**config.mk**
```make
export PLATFORM = sky130hd
export DESIGN_NAME = t5_wback
export DESIGN_NICKNAME = d
export VERILOG_FILES = /design/src/rtl/t5_pkg.sv /design/src/rtl/t5_ldext.sv /design/src/rtl/t5_wback.sv
export SDC_FILE = /design/constraint.sdc
export NUM_CORES = 1
export LEC_CHECK = 0
export ABC_CLOCK_PERIOD_IN_PS = 1420
export CAP_MARGIN = 40
export CORE_ASPECT_RATIO = 1.2
export CORE_MARGIN = 4
export CORE_UTILIZATION = 39
export CTS_CLUSTER_SIZE = 14
export DETAILED_ROUTE_END_ITERATION = 6
export PLACE_DENSITY = 0.77
export SLEW_MARGIN = 20
export SYNTH_ARGS = -nofsm -noshare
export SYNTH_HDL_FRONTEND = slang
export SYNTH_SLANG_ARGS = --single-unit
export TNS_END_PERCENT = 20
```
**constraint.sdc**
```tcl
create_clock -name sclk -period 1.42 [get_ports sclk]
set_input_delay 0.142 -clock sclk [delete_from_list [all_inputs] [get_ports sclk]]
set_output_delay 0.142 -clock sclk [all_outputs]
set_load 0.05 [all_outputs]
```
**src/rtl/t5_pkg.sv**
```systemverilog
// Shared definitions for the t5 barrel-pipeline writeback slice.
// Load funct3 encodings, FSM states and hart-count constants.
package t5_pkg;

    localparam int HARTW = 2;
    localparam int NHART = 4;

    localparam logic [2:0] FN3_LB  = 3'b000;
    localparam logic [2:0] FN3_LH  = 3'b001;
    localparam logic [2:0] FN3_LW  = 3'b010;
    localparam logic [2:0] FN3_LBU = 3'b100;
    localparam logic [2:0] FN3_LHU = 3'b101;

    typedef enum logic {
        ST_IDLE = 1'b0,
        ST_WAIT = 1'b1
    } state_t;

endpackage

```
**src/rtl/t5_ldext.sv**
```systemverilog
// Load data aligner: picks the addressed byte/halfword from a word-aligned
// read and sign- or zero-extends it to XLEN.
module t5_ldext
    import t5_pkg::*;
#(
    parameter int XLEN = 32
) (
    input  logic [XLEN-1:0] ddat,
    input  logic [1:0]      off,
    input  logic [2:0]      fn3,
    output logic [XLEN-1:0] res
);

    logic [7:0]  lane [4];
    logic [7:0]  byte_sel;
    logic [15:0] half_sel;
    logic        sext;

    genvar gi;
    generate
        for (gi = 0; gi < 4; gi++) begin : g_lane
            assign lane[gi] = ddat[8*gi +: 8];
        end
    endgenerate

    assign byte_sel = lane[off];
    // Halfword loads ignore off[0]; misaligned halves are not split.
    assign half_sel = off[1] ? ddat[31:16] : ddat[15:0];
    assign sext     = ~fn3[2];

    always_comb begin
        res = ddat;
        case (fn3)
            FN3_LB, FN3_LBU: res = {{(XLEN-8){sext & byte_sel[7]}}, byte_sel};
            FN3_LH, FN3_LHU: res = {{(XLEN-16){sext & half_sel[15]}}, half_sel};
            default:         res = ddat;
        endcase
    end

endmodule

```
**src/rtl/t5_wback.sv**
```systemverilog
// Writeback stage of the 4-hart barrel pipeline: commits ALU results in one
// cycle, parks one load until the data-memory ack, and flags blocked harts.
module t5_wback
    import t5_pkg::*;
#(
    parameter int XLEN = 32
) (
    input  logic              sclk,
    input  logic              srst,
    input  logic              xvld,
    output logic              xrdy,
    input  logic [HARTW-1:0]  xhart,
    input  logic [4:0]        xrd,
    input  logic [XLEN-1:0]   xdat,
    input  logic              xld,
    input  logic [2:0]        xfn3,
    input  logic              dack,
    input  logic [XLEN-1:0]   ddat,
    output logic              mwre,
    output logic [HARTW-1:0]  mhart,
    output logic [4:0]        rd0a,
    output logic [XLEN-1:0]   rd0d,
    output logic [NHART-1:0]  mbsy
);

    state_t state_reg, state_next;

    logic [HARTW-1:0] ld_hart_reg;
    logic [4:0]       ld_rd_reg;
    logic [1:0]       ld_off_reg;
    logic [2:0]       ld_fn3_reg;

    logic             mwre_reg;
    logic [HARTW-1:0] mhart_reg;
    logic [4:0]       rd0a_reg;
    logic [XLEN-1:0]  rd0d_reg;
    logic [NHART-1:0] mbsy_reg;

    logic             alu_take;
    logic             ld_take;
    logic             ld_done;
    logic [XLEN-1:0]  ld_ext;

    assign alu_take = (state_reg == ST_IDLE) && xvld && !xld;
    assign ld_take  = (state_reg == ST_IDLE) && xvld && xld;
    assign ld_done  = (state_reg == ST_WAIT) && dack;

    t5_ldext #(.XLEN(XLEN)) u_ldext (
        .ddat (ddat),
        .off  (ld_off_reg),
        .fn3  (ld_fn3_reg),
        .res  (ld_ext)
    );

    always_ff @(posedge sclk) begin
        if (srst) begin
            state_reg <= ST_IDLE;
        end else begin
            state_reg <= state_next;
        end
    end

    always_comb begin
        state_next = state_reg;
        case (state_reg)
            ST_IDLE: if (ld_take) state_next = ST_WAIT;
            ST_WAIT: if (dack)    state_next = ST_IDLE;
            default:              state_next = ST_IDLE;
        endcase
    end

    always_comb begin
        xrdy = (state_reg == ST_IDLE);
    end

    always_ff @(posedge sclk) begin
        if (srst) begin
            ld_hart_reg <= '0;
            ld_rd_reg   <= '0;
            ld_off_reg  <= '0;
            ld_fn3_reg  <= '0;
        end else if (ld_take) begin
            ld_hart_reg <= xhart;
            ld_rd_reg   <= xrd;
            ld_off_reg  <= xdat[1:0];
            ld_fn3_reg  <= xfn3;
        end
    end

    // Writes to x0 still update the address/data registers but never pulse mwre.
    always_ff @(posedge sclk) begin
        if (srst) begin
            mwre_reg  <= 1'b0;
            mhart_reg <= '0;
            rd0a_reg  <= '0;
            rd0d_reg  <= '0;
        end else if (alu_take) begin
            mwre_reg  <= (xrd != 5'd0);
            mhart_reg <= xhart;
            rd0a_reg  <= xrd;
            rd0d_reg  <= xdat;
        end else if (ld_done) begin
            mwre_reg  <= (ld_rd_reg != 5'd0);
            mhart_reg <= ld_hart_reg;
            rd0a_reg  <= ld_rd_reg;
            rd0d_reg  <= ld_ext;
        end else begin
            mwre_reg  <= 1'b0;
        end
    end

    genvar gi;
    generate
        for (gi = 0; gi < NHART; gi++) begin : g_mbsy
            always_ff @(posedge sclk) begin
                if (srst) begin
                    mbsy_reg[gi] <= 1'b0;
                end else if (ld_take && (xhart == HARTW'(gi))) begin
                    mbsy_reg[gi] <= 1'b1;
                end else if (ld_done && (ld_hart_reg == HARTW'(gi))) begin
                    mbsy_reg[gi] <= 1'b0;
                end
            end
        end
    endgenerate

    assign mwre  = mwre_reg;
    assign mhart = mhart_reg;
    assign rd0a  = rd0a_reg;
    assign rd0d  = rd0d_reg;
    assign mbsy  = mbsy_reg;

endmodule

```
==> out/qor.yml <==
timing:
  fin_crit_sh_pct: 108
  slew_violations: 0
  hold_viol: 0
  worst_slew_pin_slew_ns: 0.467
  fin_skew_ns: 0.0120
  layout_min_cycle_time_ns: 1.53
  rsz0062_at_grt: "yes"
  maxSlewHeadroom_pct: 68.8
  fmax_mhz: 655
  fin_ws_ns: -0.107
  finalSetupViolations: 30
synth:
  syn-cell-area_um2: 2940
  yosysSeqAreaShare_pct: 38.8
  yosys_warnings: 0
  syn-num-nets: 447
  syn_inst: 368
  synth.avg_cell_area_um2: 8.00
  synth.ff_latch_count: 57
  yosysTopAreaCellShare_pct: 38.8
  synth_cell_types: 39
  synthTopCellsByArea: "dfxtp_1 39%, nand2_1 11%, a21oi_1 5.3%"
  synth_area_leader_cell: "dfxtp_1"
die:
  die_w_um: 87.3
  die_y_um: 103
  core_area_um2: 7320
  num_rows: 34
  ios: 124
  start_util_pct: 40.2
  die_area_um2: 9010
clock_network:
  ctsRootBufferMaster: "clkbuf_8"
  numCtsBuffers: 9
  tritoncts: "done"
  post-cts-setup-buffers: 0
  htree_levels: 3
  path_clk_slew_ns: 0.07
  clkSinkCount: 57
  clk_path_buf_depth: 2
  clk-insertion-delay-late_ns: 0.35
  hold_buffers: 0
worst_setup_path:
  crit_path_cell_trace: "mux4_2, nor3b_4, a211oi_2, o22ai_1"
  cp_top_family: "multiplexers"
  required_ns: 1.64
  path_max_fanout: 7
  cp-end-kind: "flop"
  crit_path_start: "ld_off_reg[1]$_SDFFE_PP0P_"
  r2r-start: "ld_off_reg[1]$_SDFFE_PP0P_"
  cp_num_buf_inv: 0
  path_class: "reg -> reg"
  max_stage_delay_ns: 0.52
  worstSetupStartpointType: "flop"
  worstPathArrival_ns: 1.75
  slowest_stage: "mux4_2"
pwr:
  ir_drop_v: 0.000678
  p_leak_uw: 0.00190
  power_uw: 4860
  p_comb_share_pct: 27.5
  switchingPower_uw: 1480
  p_int_uw: 3380
  p_sw_share_pct: 30.5
  power_frac_seq_pct: 36.4
  clkPwrFrac_pct: 36.2
  power_density_nw_per_um2: 992
outcome:
  failed_checks: "setup timing"
  status: "finished, violations left"
global_route:
  grt_first_pass_wirelength_um: 16900
  grt_max_degree: 29
  antenna_found_initial: 0
  gr-total-overflow: 0
  grt_pass1_vias: 3552
  grt_usage_pct: 23.9
cells_and_area:
  drive_gt1_share_pct: 32.3
  largest_register_ffs: 32
  final_common_cell: "buf_4"
  fin_util_pct: 66.9
  layout_common_cells: "89 x buf_4, 86 x nand2_1, 77 x clkdlybuf4s50_1"
  area_growth_pct: 66.3
  diodes: 0
  nets: 603
min_path:
  hp-start: "srst"
  min_path_type: "in -> reg"
routing:
  drcViolationCount: 0
  first_pass_iters: 4
  wl_per_cell_um: 17.7
  final_antenna_net_count: 0
  wirelength_um: 11000
  dr_total_vias: 3509
  drtIter0Drc: 248
  via_per_inst: 5.67
placement:
  port-buffer-count: 123
  place_hpwl_um: 7920
  gp_congestion: 0.863
run:
  cap_violations: 0
synthesized netlist by cell type:
library cell	instances
nor3_1	12
and2_1	1
or3b_2	1
nor2_1	19
buf_2	3
nor3b_2	2
mux2_4	1
mux2i_1	2
or4_1	2
or2_2	1
o21a_1	2
nand2_1	86
a211oi_1	7
o41a_4	1
or3_1	2
a221oi_2	10
dfxtp_1	57
buf_6	2
buf_1	2
nor2b_1	3
a31oi_1	3
nand3b_1	1
a32oi_1	7
nand3_1	2
and3b_1	1
o21ai_0	30
a22oi_1	6
a21oi_1	31
o221a_2	5
clkbuf_1	24
mux2_2	8
and3_1	8
a221o_1	1
a221oi_1	8
inv_1	4
mux4_2	1
o22ai_1	9
o31ai_1	1
nand2b_1	2
layer usage:
metal | share of wire (%) | GRT usage (%)
met1 | 38 | 27.0
met3 | 9.0 | 8.40
met4 | 3.7 | 10.0
met5 | 0 | 0
met2 | 49 | 40.8
per-stage QoR:
| step | hold slack (ns) | cell area [µm²] | setup TNS, ns | instances | worst slack (ns) |
|---|---|---|---|---|---|
| floorplan | 0.278 | 2960 | -2.24 | 368 | -0.118 |
| global placement | 0.448 | 4480 | -13.32 | 602 | -0.387 |
| detailed placement | 0.449 | 4480 | -14.51 | 602 | -0.457 |
| CTS | 0.182 | 4860 | -1.37 | 619 | -0.0966 |
| global route | 0.229 | 4900 | -3.90 | 619 | -0.189 |
| finish | 0.217 | 4900 | -1.69 | 619 | -0.107 |
kinds of logic after synthesis:
logic type	Yosys count	synth area share, %
compound gates	121	29.5
buf+inv	35	5.10
flops	57	38.8
mux	12	5.01
simple gates	143	21.6
final cells by class:
class	instances	area, µm²
inverters	4	15.0
flip-flops and latches	57	1150
multi-input cells	277	1820
repair buffers	175	1570
clock inverters	5	77.6
fillers	604	2420
well taps	90	113
clock buffers	11	151
power by group through the flow:
stage | Clock [µW] | Sequential [µW] | Combinational [µW]
2_1_floorplan | 0 | 2060 | 408
3_3_place_gp | 0 | 1790 | 1240
3_5_place_dp | 0 | 1790 | 1260
4_1_cts | 1770 | 1760 | 1310
5_1_grt | 1840 | 1770 | 1420
6_report | 1760 | 1770 | 1330
path summary, 6_finish.rpt:
check,cells after the start,endpoint,slack [ns]
min reg2reg,2,rd0a[0]$_SDFFE_PP0P_,0.46
max reg2reg,4,rd0d[10]$_SDFFE_PP0P_,-0.11
max,4,rd0d[10]$_SDFFE_PP0P_,-0.11
min,2,rd0d[16]$_SDFFE_PP0P_,0.22
repair_timing:
action                                  CTS  global route
pin swaps                                13             3
endpoints found under the setup margin   39            39
resized for setup                        31            11
endpoints found under the hold margin     0             0
gates cloned                              1             0
No activity file was read; power rests on OpenSTA's default activity.
